===== src/rtl/relu_drain_pkg.sv =====
// Shared constants and FSM state type for the ReLU drain controller.
// Latency constants describe the accumulator read and ReLU array pipelines.
// The inflight bound is derived from those two latencies.
package relu_drain_pkg;
  localparam int ACC_W        = 32;
  localparam int RD_LAT       = 1;
  localparam int RELU_LAT     = 1;
  localparam int MAX_INFLIGHT = RD_LAT + RELU_LAT;

  typedef enum logic [1:0] {IDLE, DRAIN, FLUSH, DONE} state_t;
endpackage


===== src/rtl/relu_drain_ctrl_if.sv =====
// Bundle of control, accumulator, ReLU and row-output signals of the drain controller.
// Pure wiring, no latency.
// Row output uses valid/ready; master side is the controller.
interface relu_drain_ctrl_if #(
  parameter int COL    = 3,
  parameter int W_DATA = 8,
  parameter int ROWS_W = 8
);
  import relu_drain_pkg::*;

  logic                    i_start;
  logic [ROWS_W-1:0]       i_num_rows;
  logic [COL-1:0]          i_col_mask;
  logic                    o_busy;
  logic                    o_done;
  logic                    o_err;
  logic                    o_acc_rd_en;
  logic [ROWS_W-1:0]       o_acc_rd_addr;
  logic [COL*ACC_W-1:0]    i_acc_rd_data;
  logic [COL-1:0]          o_relu_valid;
  logic [COL*ACC_W-1:0]    o_relu_data;
  logic [COL-1:0]          i_relu_valid;
  logic [COL*W_DATA-1:0]   i_relu_data;
  logic                    o_row_valid;
  logic [COL*W_DATA-1:0]   o_row_data;
  logic                    i_row_ready;

  modport master (
    input  i_start, i_num_rows, i_col_mask, i_acc_rd_data,
           i_relu_valid, i_relu_data, i_row_ready,
    output o_busy, o_done, o_err, o_acc_rd_en, o_acc_rd_addr,
           o_relu_valid, o_relu_data, o_row_valid, o_row_data
  );

  modport slave (
    output i_start, i_num_rows, i_col_mask, i_acc_rd_data,
           i_relu_valid, i_relu_data, i_row_ready,
    input  o_busy, o_done, o_err, o_acc_rd_en, o_acc_rd_addr,
           o_relu_valid, o_relu_data, o_row_valid, o_row_data
  );
endinterface


===== src/rtl/relu_row_fifo.sv =====
// Synchronous row FIFO with occupancy count; head is zero while empty.
// Push-to-valid latency 1 cycle; pop and push in the same cycle keep the count.
// No internal backpressure: the writer must guarantee space (checked by assertion).
module relu_row_fifo #(
  parameter int WIDTH = 24,
  parameter int DEPTH = 4,
  localparam int PTR_W = $clog2(DEPTH),
  localparam int CNT_W = PTR_W + 1
) (
  input  logic             i_clk,
  input  logic             i_rst,
  input  logic             i_push,
  input  logic [WIDTH-1:0] i_push_data,
  input  logic             i_pop,
  output logic             o_valid,
  output logic [WIDTH-1:0] o_head,
  output logic [CNT_W-1:0] o_count
);
  logic [WIDTH-1:0] mem_q [DEPTH];
  logic [PTR_W-1:0] wr_ptr_q, wr_ptr_d, rd_ptr_q, rd_ptr_d;
  logic [CNT_W-1:0] count_q, count_d;
  logic             pop_ok;

  // Pointer and count update; pointers wrap naturally at DEPTH (power of two).
  always_comb begin
    pop_ok   = i_pop && (count_q != '0);
    wr_ptr_d = wr_ptr_q + PTR_W'(i_push);
    rd_ptr_d = rd_ptr_q + PTR_W'(pop_ok);
    count_d  = count_q + CNT_W'(i_push) - CNT_W'(pop_ok);
  end

  // Pointer/count state with asynchronous reset.
  always_ff @(posedge i_clk or posedge i_rst) begin
    if (i_rst) begin
      wr_ptr_q <= '0;
      rd_ptr_q <= '0;
      count_q  <= '0;
    end else begin
      wr_ptr_q <= wr_ptr_d;
      rd_ptr_q <= rd_ptr_d;
      count_q  <= count_d;
    end
  end

  // Row storage; contents need no reset because the head is gated by occupancy.
  always_ff @(posedge i_clk) begin
    if (i_push) mem_q[wr_ptr_q] <= i_push_data;
  end

  assign o_valid = (count_q != '0);
  assign o_head  = o_valid ? mem_q[rd_ptr_q] : '0;
  assign o_count = count_q;

  a_no_overflow: assert property (@(posedge i_clk) disable iff (i_rst)
    i_push |-> (count_q < CNT_W'(DEPTH)));
endmodule


===== src/rtl/relu_drain_ctrl.sv =====
// Drains an accumulator tile row by row through the ReLU array into a row FIFO.
// Read at t -> ReLU input t+1 -> FIFO push t+2 -> o_row_valid t+3 (empty FIFO).
// Reads are credit-gated on FIFO space, so downstream stalls never drop or cancel a row.
module relu_drain_ctrl
  import relu_drain_pkg::*;
#(
  parameter int COL        = 3,
  parameter int W_DATA     = 8,
  parameter int ROWS_W     = 8,
  parameter int FIFO_DEPTH = 4
) (
  input logic               i_clk,
  input logic               i_rst,
  relu_drain_ctrl_if.master bus
);
  localparam int ROW_BITS = COL * W_DATA;
  localparam int CNT_W    = $clog2(FIFO_DEPTH) + 1;
  localparam int IF_W     = $clog2(MAX_INFLIGHT + 1);
  localparam int SUM_W    = CNT_W + 1;

  state_t             state_q, state_d;
  logic [ROWS_W-1:0]  num_rows_q, num_rows_d;
  logic [ROWS_W-1:0]  rd_addr_q, rd_addr_d;
  logic [ROWS_W-1:0]  retired_q, retired_d;
  logic [COL-1:0]     mask_q, mask_d;
  logic               err_q, err_d;
  logic               rd_p1_q, rd_p1_d, rd_p2_q, rd_p2_d;
  logic [IF_W-1:0]    inflight_q, inflight_d;

  logic               rd_en, credit_ok, push, drop, pop, row_live;
  logic [COL-1:0]     masked_vld;
  logic [ROW_BITS-1:0] push_dat, fifo_head;
  logic [CNT_W-1:0]   fifo_cnt, fifo_cnt_nxt;
  logic               fifo_vld;

  assign credit_ok = (SUM_W'(fifo_cnt) + SUM_W'(inflight_q)) < SUM_W'(FIFO_DEPTH);
  assign pop       = fifo_vld && bus.i_row_ready;

  // Classify the ReLU output row: full-mask push, partial drop, or zero-mask push from
  // the twice-delayed read strobe; masked-off columns are forced to zero.
  always_comb begin
    masked_vld = bus.i_relu_valid & mask_q;
    row_live   = (state_q == DRAIN) || (state_q == FLUSH);
    push       = 1'b0;
    drop       = 1'b0;
    push_dat   = '0;
    if (row_live) begin
      if (mask_q == '0) begin
        push = rd_p2_q;
      end else begin
        push = (masked_vld == mask_q);
        drop = (masked_vld != '0) && (masked_vld != mask_q);
      end
    end
    for (int c = 0; c < COL; c++) begin
      push_dat[W_DATA*(COL-c)-1 -: W_DATA] =
        mask_q[c] ? bus.i_relu_data[W_DATA*(COL-c)-1 -: W_DATA] : '0;
    end
  end

  // FSM next state plus counters; FLUSH exits on post-update values so o_done
  // lands the cycle right after the final pop. Dropped rows count as retired.
  always_comb begin
    state_d      = state_q;
    num_rows_d   = num_rows_q;
    mask_d       = mask_q;
    rd_addr_d    = rd_addr_q;
    rd_en        = (state_q == DRAIN) && credit_ok;
    rd_p1_d      = rd_en;
    rd_p2_d      = rd_p1_q;
    inflight_d   = inflight_q + IF_W'(rd_en) - IF_W'(push || drop);
    retired_d    = retired_q + ROWS_W'(pop) + ROWS_W'(drop);
    err_d        = err_q || drop;
    fifo_cnt_nxt = fifo_cnt + CNT_W'(push) - CNT_W'(pop);
    case (state_q)
      IDLE: begin
        if (bus.i_start) begin
          num_rows_d = bus.i_num_rows;
          mask_d     = bus.i_col_mask;
          err_d      = 1'b0;
          rd_addr_d  = '0;
          retired_d  = '0;
          state_d    = (bus.i_num_rows == '0) ? DONE : DRAIN;
        end
      end
      DRAIN: begin
        if (rd_en) begin
          rd_addr_d = rd_addr_q + ROWS_W'(1);
          if (rd_addr_q == num_rows_q - ROWS_W'(1)) state_d = FLUSH;
        end
      end
      FLUSH: begin
        if ((inflight_d == '0) && (fifo_cnt_nxt == '0) && (retired_d == num_rows_q))
          state_d = DONE;
      end
      DONE: state_d = IDLE;
      default: state_d = IDLE;
    endcase
  end

  // Control state register with asynchronous reset; discards in-flight rows.
  always_ff @(posedge i_clk or posedge i_rst) begin
    if (i_rst) begin
      state_q    <= IDLE;
      num_rows_q <= '0;
      mask_q     <= '0;
      rd_addr_q  <= '0;
      retired_q  <= '0;
      err_q      <= 1'b0;
      rd_p1_q    <= 1'b0;
      rd_p2_q    <= 1'b0;
      inflight_q <= '0;
    end else begin
      state_q    <= state_d;
      num_rows_q <= num_rows_d;
      mask_q     <= mask_d;
      rd_addr_q  <= rd_addr_d;
      retired_q  <= retired_d;
      err_q      <= err_d;
      rd_p1_q    <= rd_p1_d;
      rd_p2_q    <= rd_p2_d;
      inflight_q <= inflight_d;
    end
  end

  relu_row_fifo #(
    .WIDTH (ROW_BITS),
    .DEPTH (FIFO_DEPTH)
  ) u_fifo (
    .i_clk       (i_clk),
    .i_rst       (i_rst),
    .i_push      (push),
    .i_push_data (push_dat),
    .i_pop       (pop),
    .o_valid     (fifo_vld),
    .o_head      (fifo_head),
    .o_count     (fifo_cnt)
  );

  assign bus.o_busy        = (state_q == DRAIN) || (state_q == FLUSH);
  assign bus.o_done        = (state_q == DONE);
  assign bus.o_err         = err_q;
  assign bus.o_acc_rd_en   = rd_en;
  assign bus.o_acc_rd_addr = rd_addr_q;
  assign bus.o_relu_data   = bus.i_acc_rd_data;
  assign bus.o_relu_valid  = {COL{rd_p1_q}} & mask_q;
  assign bus.o_row_valid   = fifo_vld;
  assign bus.o_row_data    = fifo_head;

  a_inflight_bound: assert property (@(posedge i_clk) disable iff (i_rst)
    inflight_q <= IF_W'(MAX_INFLIGHT));
endmodule


===== src/flat_wrapper.sv =====
// flat-port wrapper written by rule: the top's interface ports become plain ports
module relu_drain_ctrl_flat import relu_drain_pkg::*;
#(
  parameter int COL        = 3,
  parameter int W_DATA     = 8,
  parameter int ROWS_W     = 8,
  parameter int FIFO_DEPTH = 4
)
  (i_clk, i_rst, bus_i_start, bus_i_num_rows, bus_i_col_mask, bus_i_acc_rd_data, bus_i_relu_valid, bus_i_relu_data, bus_i_row_ready, bus_o_busy, bus_o_done, bus_o_err, bus_o_acc_rd_en, bus_o_acc_rd_addr, bus_o_relu_valid, bus_o_relu_data, bus_o_row_valid, bus_o_row_data);
  relu_drain_ctrl_if #(.COL(COL), .W_DATA(W_DATA), .ROWS_W(ROWS_W)) bus_i ();
  input logic i_clk;
  input logic i_rst;
  input wire logic [$bits(bus_i.i_start)-1:0] bus_i_start;
  input wire logic [$bits(bus_i.i_num_rows)-1:0] bus_i_num_rows;
  input wire logic [$bits(bus_i.i_col_mask)-1:0] bus_i_col_mask;
  input wire logic [$bits(bus_i.i_acc_rd_data)-1:0] bus_i_acc_rd_data;
  input wire logic [$bits(bus_i.i_relu_valid)-1:0] bus_i_relu_valid;
  input wire logic [$bits(bus_i.i_relu_data)-1:0] bus_i_relu_data;
  input wire logic [$bits(bus_i.i_row_ready)-1:0] bus_i_row_ready;
  output wire logic [$bits(bus_i.o_busy)-1:0] bus_o_busy;
  output wire logic [$bits(bus_i.o_done)-1:0] bus_o_done;
  output wire logic [$bits(bus_i.o_err)-1:0] bus_o_err;
  output wire logic [$bits(bus_i.o_acc_rd_en)-1:0] bus_o_acc_rd_en;
  output wire logic [$bits(bus_i.o_acc_rd_addr)-1:0] bus_o_acc_rd_addr;
  output wire logic [$bits(bus_i.o_relu_valid)-1:0] bus_o_relu_valid;
  output wire logic [$bits(bus_i.o_relu_data)-1:0] bus_o_relu_data;
  output wire logic [$bits(bus_i.o_row_valid)-1:0] bus_o_row_valid;
  output wire logic [$bits(bus_i.o_row_data)-1:0] bus_o_row_data;
  assign bus_i.i_start = bus_i_start;
  assign bus_i.i_num_rows = bus_i_num_rows;
  assign bus_i.i_col_mask = bus_i_col_mask;
  assign bus_i.i_acc_rd_data = bus_i_acc_rd_data;
  assign bus_i.i_relu_valid = bus_i_relu_valid;
  assign bus_i.i_relu_data = bus_i_relu_data;
  assign bus_i.i_row_ready = bus_i_row_ready;
  assign bus_o_busy = bus_i.o_busy;
  assign bus_o_done = bus_i.o_done;
  assign bus_o_err = bus_i.o_err;
  assign bus_o_acc_rd_en = bus_i.o_acc_rd_en;
  assign bus_o_acc_rd_addr = bus_i.o_acc_rd_addr;
  assign bus_o_relu_valid = bus_i.o_relu_valid;
  assign bus_o_relu_data = bus_i.o_relu_data;
  assign bus_o_row_valid = bus_i.o_row_valid;
  assign bus_o_row_data = bus_i.o_row_data;
  relu_drain_ctrl #(.COL(COL), .W_DATA(W_DATA), .ROWS_W(ROWS_W), .FIFO_DEPTH(FIFO_DEPTH)) u_core (.i_clk(i_clk), .i_rst(i_rst), .bus(bus_i));
endmodule

===== config.mk =====
export PLATFORM = sky130hd
export DESIGN_NAME = relu_drain_ctrl_flat
export DESIGN_NICKNAME = d
export VERILOG_FILES = /design/src/rtl/relu_drain_pkg.sv /design/src/rtl/relu_drain_ctrl_if.sv /design/src/rtl/relu_row_fifo.sv /design/src/rtl/relu_drain_ctrl.sv /design/src/flat_wrapper.sv
export SDC_FILE = /design/constraint.sdc
export NUM_CORES = 1
export LEC_CHECK = 0
export ABC_AREA = 1
export CAP_MARGIN = 20
export CORE_ASPECT_RATIO = 0.5
export CORE_MARGIN = 2
export CORE_UTILIZATION = 49
export CTS_BUF_LIST = sky130_fd_sc_hd__clkbuf_4 sky130_fd_sc_hd__clkbuf_8 sky130_fd_sc_hd__clkbuf_16
export DETAILED_ROUTE_END_ITERATION = 10
export GPL_ROUTABILITY_DRIVEN = 1
export PLACE_DENSITY_LB_ADDON = 0.1
export SYNTH_ARGS = -nofsm -noshare
export SYNTH_HDL_FRONTEND = slang
export SYNTH_HIERARCHICAL = 1
export SYNTH_SLANG_ARGS = --single-unit
export TNS_END_PERCENT = 30

===== constraint.sdc =====
create_clock -name i_clk -period 6.4 [get_ports i_clk]
set_input_delay 0.64 -clock i_clk [delete_from_list [all_inputs] [get_ports i_clk]]
set_output_delay 0.64 -clock i_clk [all_outputs]
set_load 0.02 [all_outputs]

==> results of run 1 <==
==> power groups by stage <==
stage               Combinational, uW  Clock, uW  Sequential, uW
CTS                              1940       1060            1400
global placement                 1900          0            1410
global route                     2140       1090            1420
detailed placement               1930          0            1410
finish                           1920       1040            1390
floorplan                        1380          0            1350
==> registers in the layout, indices dropped and copies added (netlist names) <==
signal	count
u_core/u_fifo/mem_q	96
u_core/rd_p1_q	1
u_core/state_q	2
u_core/retired_q	8
u_core/bus.o_acc_rd_addr	8
u_core/bus.o_err	1
u_core/rd_p2_q	1
u_core/u_fifo/o_count	3
u_core/num_rows_q	8
u_core/u_fifo/wr_ptr_q	2
u_core/inflight_q	2
u_core/mask_q	3
u_core/u_fifo/rd_ptr_q	2
==> layout make-up <==
type | count | area, sq um
clock buffer | 17 | 425.4
inverter | 190 | 714.4
multi-input combinational | 460 | 2303
timing repair buffer | 88 | 863.3
tap | 204 | 255.2
fill | 1370 | 6779
clock inverter | 15 | 205.2
sequential | 137 | 3909
==> cells by family (layout without fill, tap and decap cells) <==
kind of cell | after synthesis | after routing | synth area share, %
simple gates | 382 | 382 | 21.40
buf+inv | 313 | 310 | 20.29
flops | 137 | 137 | 50.31
compound gates | 50 | 50 | 3.495
fa+ha+maj | 18 | 18 | 3.189
xor+xnor | 10 | 10 | 1.304
==> metrics by stage <==
stage	area [sq um]	utilization [%]	cells
after floorplan	7769	-	910
after global placement	8045	52.06	1079
after detailed placement	8045	52.06	1079
after CTS	8676	56.14	1111
after global routing	8676	56.14	1111
final	8676	56.14	1111
==> cells in the final DEF (no fill, tap or decap), types with 3 or more instances in the layout <==
master / n
xnor2_1: 5
clkdlybuf4s50_1: 81
nand2_2: 6
inv_1: 185
nor2_2: 6
inv_2: 4
nand2_1: 226
nand3_2: 4
dfrtp_1: 41
nand4_1: 6
a21oi_1: 29
o21ai_0: 16
edfxtp_1: 96
nor3_2: 6
fa_1: 3
ha_1: 15
nor4_1: 3
inv_6: 5
clkbuf_16: 17
nand3_1: 79
buf_4: 7
bufinv_16: 3
xor2_1: 4
nor2_1: 38
==> metal layers <==
layer | wire length, um | track usage (%)
met3 | 2591 | 12.73
met2 | 9539 | 39.89
met5 | 0 | 1.538
met1 | 7901 | 27.30
met4 | 201 | 7.056
==> worst paths after layout <==
| kind | from | endpoint | slack, ns |
|---|---|---|---|
| worst max-delay path | u_core/u_fifo/o_count[1] | bus_o_row_data[5] | 3.11 |
| worst min-delay path | u_core/rd_p1_q | u_core/rd_p2_q | 0.43 |
| worst max register to register | u_core/state_q[1] | u_core/state_q[1] | 3.24 |
| worst min register to register | u_core/rd_p1_q | u_core/rd_p2_q | 0.43 |
| max in group asynchronous | i_rst | u_core/mask_q[0] | 5.42 |
| min in group asynchronous | i_rst | u_core/u_fifo/wr_ptr_q[0] | 0.49 |
==> cells in the mapped netlist, drive strengths merged <==
library cell / n
a21oi: 30
a311oi: 1
buf: 115
clkbuf: 8
clkinv: 1
dfrtp: 41
edfxtp: 96
fa: 3
ha: 15
inv: 189
nand2: 232
nand3: 83
nand3b: 2
nand4: 6
nor2: 45
nor3: 8
nor3b: 1
nor4: 3
o21ai: 18
o31ai: 1
or2: 2
xnor2: 5
xnor3: 1
xor2: 4
==> impl_metrics.csv, run 1 <==
group,metric,value,unit
run_status,status,"completed",
setup_path,critPathKind,"reg -> out",
worst_hold_path,min_path_type,"reg -> reg",
cells_and_area,n_antenna_cell,0,
logic_synthesis,synth.largest_area_cell,"edfxtp_1",
setup_path,crit_buf_inv,3,
setup_path,cp.required,5.76,ns
timing,worstMarginPinSlew,0.9685,ns
setup_path,cp-start-kind,"register",
logic_synthesis,synth_cell_types,36,
logic_synthesis,synthesis.area,0.007769,sq mm
grt,grt_max_degree,52,
routing,firstDrtPassIters,5,
timing,finalCritPeriodShare,51.37,%
timing,clock.fmax,304.2,MHz
setup_path,cpMostUsedCell,"inv_1",
power,power_frac_clock,23.9,%
power,p_sw_share,41.14,%
floorplanning,die_x,182.1,um
cells_and_area,nets,1050,
clock_tree,cts_buffers,17,
timing,min_period,3.287,ns
setup_path,cp-end-kind,"primary output",
power,p_total,4362,uW
place,gp_congestion,0.8191,
place,dp.final_hpwl,14560,um
routing,via_count,5516,
worst_hold_path,holdPathStages,0,
power,leakage,0.004162,uW
setup_path,critPathSlowestCell,"clkdlybuf4s50_1",
floorplanning,fp.dieArea,0.01694,sq mm
logic_synthesis,yosysSeqAreaShare,50.31,%
timing,slew_violations,0,
routing,ant_nets,0,
floorplanning,core,0.01545,sq mm
clock_tree,hold_buffers,0,
grt,gr-total-overflow,0,
logic_synthesis,synth_top_area_share,37.11,%
cells_and_area,area_growth,11.68,%
routing,drt_iter0_drc,349,
logic_synthesis,syn_area_per_cell,8.537,sq um
timing,tns,0,ns
setup_path,cp_max_fo,24,
clock_tree,cts_setup_buffers,0,
power,power.share.combinational,44.1,%
timing,rsz0062_at_grt,"false",
logic_synthesis,synth_cells,910,
clock_tree,clock_latency,0.42,ns
cells_and_area,drive_gt1_share,7.828,%
power,p_seq_share,32.0,%
power,ir_drop,221.3,uV
power,p_per_area,502.8,mW/mm^2
grt,track_usage,24.12,%
timing,skew,0.01272,ns
routing,routed_wl,20230,um
power,p_switching,1795,uW
grt,grt_pass1_vias,5320,
logic_synthesis,synth_area_leaders,"edfxtp_1, dfrtp_1, nand2_1, buf_4, inv_1",
clock_tree,cts_resized,0,
clock_tree,cts_tree,"built",
setup_path,crit_path_cell_trace,"inv_1, nand2_2, inv_1, a21oi_1, clkdlybuf4s50_1",
setup_path,r2r_cells,20,
routing,viasPerCell,4.965,
timing,setup_viol,0,
timing,relSlewSlack,35.08,%
floorplanning,boundaryPins,274,
routing,routedWlPerCell,18.21,um
timing,setup_ws,3.113,ns
timing,hold-worst-slack,0.4257,ns
logic_synthesis,syn_nets,1066,
setup_path,cp.depth,5,
logic_synthesis,ys_seq_elements,137,
grt,grt_pass1_wl,30180,um
clock_tree,path_clk_slew,0.07,ns
clock_tree,max-clock-path-buffers,2,
timing,hold_violations,0,
clock_tree,cts_sinks,137,
floorplanning,fp.dieH,93.04,um
logic_synthesis,yosysWarnings,6,
setup_path,arrival,2.65,ns
place,io_buffers,81,
place,pre_cts_slack,2.819,ns
power,internal-power,2567,uW
grt,antenna_found_initial,0,
setup_path,worst_path_dominant_cell_family,"buffers and inverters",
routing,drc_errors,0,
clock_tree,ctsRootBufferMaster,"clkbuf_16",
setup_path,cpPeakStageDelay,0.67,ns
clock_tree,htreeDepth,4,
floorplanning,initial_core_util,50.27,%
floorplanning,row_count,32,
job,max_cap_violations,0,
No activity file was read; power rests on OpenSTA's default activity.
==> run 2: changes to the inputs <==
CORE_UTILIZATION = 41   (was 49)
clock period = 2.93 ns   (was 6.4 ns; I/O delays follow)
==> run 2 against run 1 <==
Die area increased by 19%; largest power group unchanged; design area is 3.1% higher; largest cell class unchanged; first-iteration DRC count decreased by 34%; combinational power rose by 140%; register-to-register slack got worse by 3.0 ns; setup slack got worse by 2.9 ns; sequential power grew 110%; clock skew decreased by 0.0014 ns; via count shrank 0.65%; sequential share of layout area decreased by 1.4 points.
==> impl_metrics.csv, run 2 (synthesis gave the netlist of run 1 again) <==
group,metric,value,unit
run_status,status,"completed",
place,dp.final_hpwl,15520,um
cells_and_area,n_antenna_cell,0,
setup_path,cp_max_fo,38,
job,max_cap_violations,0,
cells_and_area,area_growth,15.19,%
power,p_per_area,1074,mW/mm^2
worst_hold_path,min_path_type,"in -> async",
cells_and_area,final_cell_mix,"nand2_1, inv_1, edfxtp_1, clkdlybuf4s50_1, nand3_1",
cells_and_area,nets,1075,
timing,hold_violations,0,
grt,grt_pass1_vias,5356,
grt,antenna_found_initial,0,
routing,ant_nets,0,
setup_path,critPathSlowestCell,"clkdlybuf4s50_1",
timing,slew_violations,0,
timing,clock.fmax,364.7,MHz
power,p_total,9608,uW
floorplanning,row_count,35,
setup_path,cp-start-kind,"register",
timing,setup_viol,0,
routing,via_count,5480,
clock_tree,clock_latency,0.42,ns
cells_and_area,drive_gt1_share,11.48,%
timing,min_period,2.742,ns
setup_path,cpPeakStageDelay,0.64,ns
cells_and_area,largest_reg_flops,96,
routing,drt_iter0_drc,232,
clock_tree,htreeDepth,4,
cells_and_area,fillers,1771,
floorplanning,fp.dieArea,0.02013,sq mm
routing,drc_errors,0,
timing,tns,0,ns
cells_and_area,largest-register,"u_core/u_fifo/mem_q",
floorplanning,initial_core_util,42.04,%
place,io_buffers,81,
power,leakage,0.004260,uW
place,gp_congestion,0.8291,
grt,track_usage,21.23,%
setup_path,crit_path_cell_trace,"inv_2, buf_4, nand2_1, nand3_1, a21oi_1, clkdlybuf4s50_1",
timing,worstMarginPinSlew,0.7492,ns
grt,met3_usage,10.39,%
clock_tree,path_clk_slew,0.06,ns
floorplanning,die_x,198.7,um
routing,viasPerCell,4.601,
timing,skew,0.01137,ns
clock_tree,cts_buffers,17,
clock_tree,max-clock-path-buffers,2,
grt,grt_pass1_wl,31160,um
grt,gr-total-overflow,0,
timing,relSlewSlack,50.00,%
floorplanning,core,0.01848,sq mm
clock_tree,cts_sinks,137,
clock_tree,cts_tree,"built",
power,ir_drop,714.3,uV
cells_and_area,final_common_cell,"nand2_1",
timing,rsz0062_at_grt,"false",
floorplanning,fp.dieH,101.3,um
setup_path,critPathKind,"reg -> out",
grt,grt_busiest_layer,"met2",
setup_path,arrival,2.45,ns
routing,routed_wl,21660,um
setup_path,cp-end-kind,"primary output",
timing,finalCritPeriodShare,93.57,%
setup_path,cp.required,2.64,ns
grt,grt_use_met1,23.74,%
grt,grt_max_degree,44,
routing,firstDrtPassIters,5,
floorplanning,boundaryPins,274,
grt,grt_use_met2,35.48,%
clock_tree,ctsRootBufferMaster,"clkbuf_16",
routing,routedWlPerCell,18.19,um
## run 2: changes by cell type in the layout (fill, tap and decap cells not counted), moves of 3 or more
cell,delta
inv_1,-3
buf_12,+4
buf_4,+21
inv_2,+3
clkbuf_4,+3
inv_6,-3
clkinv_2,+5
## run 2: power by group
| part | total, uW | internal [uW] | switching (uW) |
|---|---|---|---|
| clock network | 2020 | 1190 | 826 |
| registers | 2970 | 2670 | 295 |
| logic | 4620 | 1820 | 2810 |
## run 2: worst paths after layout
| check | start | end | slack [ns] | depth (start not counted) |
|---|---|---|---|---|
| max reg2reg | u_core/state_q[0] | u_core/state_q[0] | 0.23 | 20 |
| min reg2reg | u_core/rd_p1_q | u_core/rd_p2_q | 0.46 | 0 |
| max | u_core/u_fifo/rd_ptr_q[0] | bus_o_row_data[10] | 0.19 | 6 |
| max in group asynchronous | i_rst | u_core/bus.o_acc_rd_addr[3] | 2.27 | 3 |
| min in group i_clk | u_core/rd_p1_q | u_core/rd_p2_q | 0.46 | 0 |
| min | i_rst | u_core/u_fifo/wr_ptr_q[1] | 0.15 | 2 |
## run 2: timing repair
item,CTS,global route
hold buffers,0,0
pin swaps,0,6
endpoints found under the setup margin,2,2
buffers inserted,0,4
resized for setup,1,12
## run 2: layout make-up
| type | count | area (sq um) | area share (%) |
|---|---|---|---|
| Sequential cell | 137 | 3910 | 43.69 |
| Multi-Input combinational cell | 460 | 2349 | 26.24 |
| Timing Repair Buffer | 113 | 1101 | 12.30 |
| Inverter | 190 | 714.4 | 7.984 |
| Clock buffer | 20 | 447.9 | 5.006 |
| Tap cell | 259 | 324.1 | 3.621 |
| Clock inverter | 12 | 102.6 | 1.147 |
## run 2: per-stage QoR
step                      cell area [sq um]  utilization, %  cells  hold WS [ns]  setup slack (ns)
after floorplan                        7769               -    910       0.09640           -0.4423
after global placement                 8322           45.03   1155        0.4275           -0.1400
after detailed placement               8322           45.03   1155        0.4421           -0.1724
after CTS                              8874           48.02   1187        0.1485           0.04109
after global routing                   8949           48.42   1191        0.1626          0.001460
final                                  8949           48.42   1191        0.1459            0.1883
## run 2: metal layers
metal	share of wire, %	wire length (um)
met5	0	0
met4	2.7	582
met3	12	2534
met2	47	10250
met1	38	8289
## run 2: critical path, delay by kind of cell, from the launching register on
family / cells / cell delay [ns]
and+or+nand+nor: 2 / 0.18
AOI/OAI and AO/OA: 1 / 0.24
DFF: 1 / 0.49
buffers and inverters: 3 / 1.11
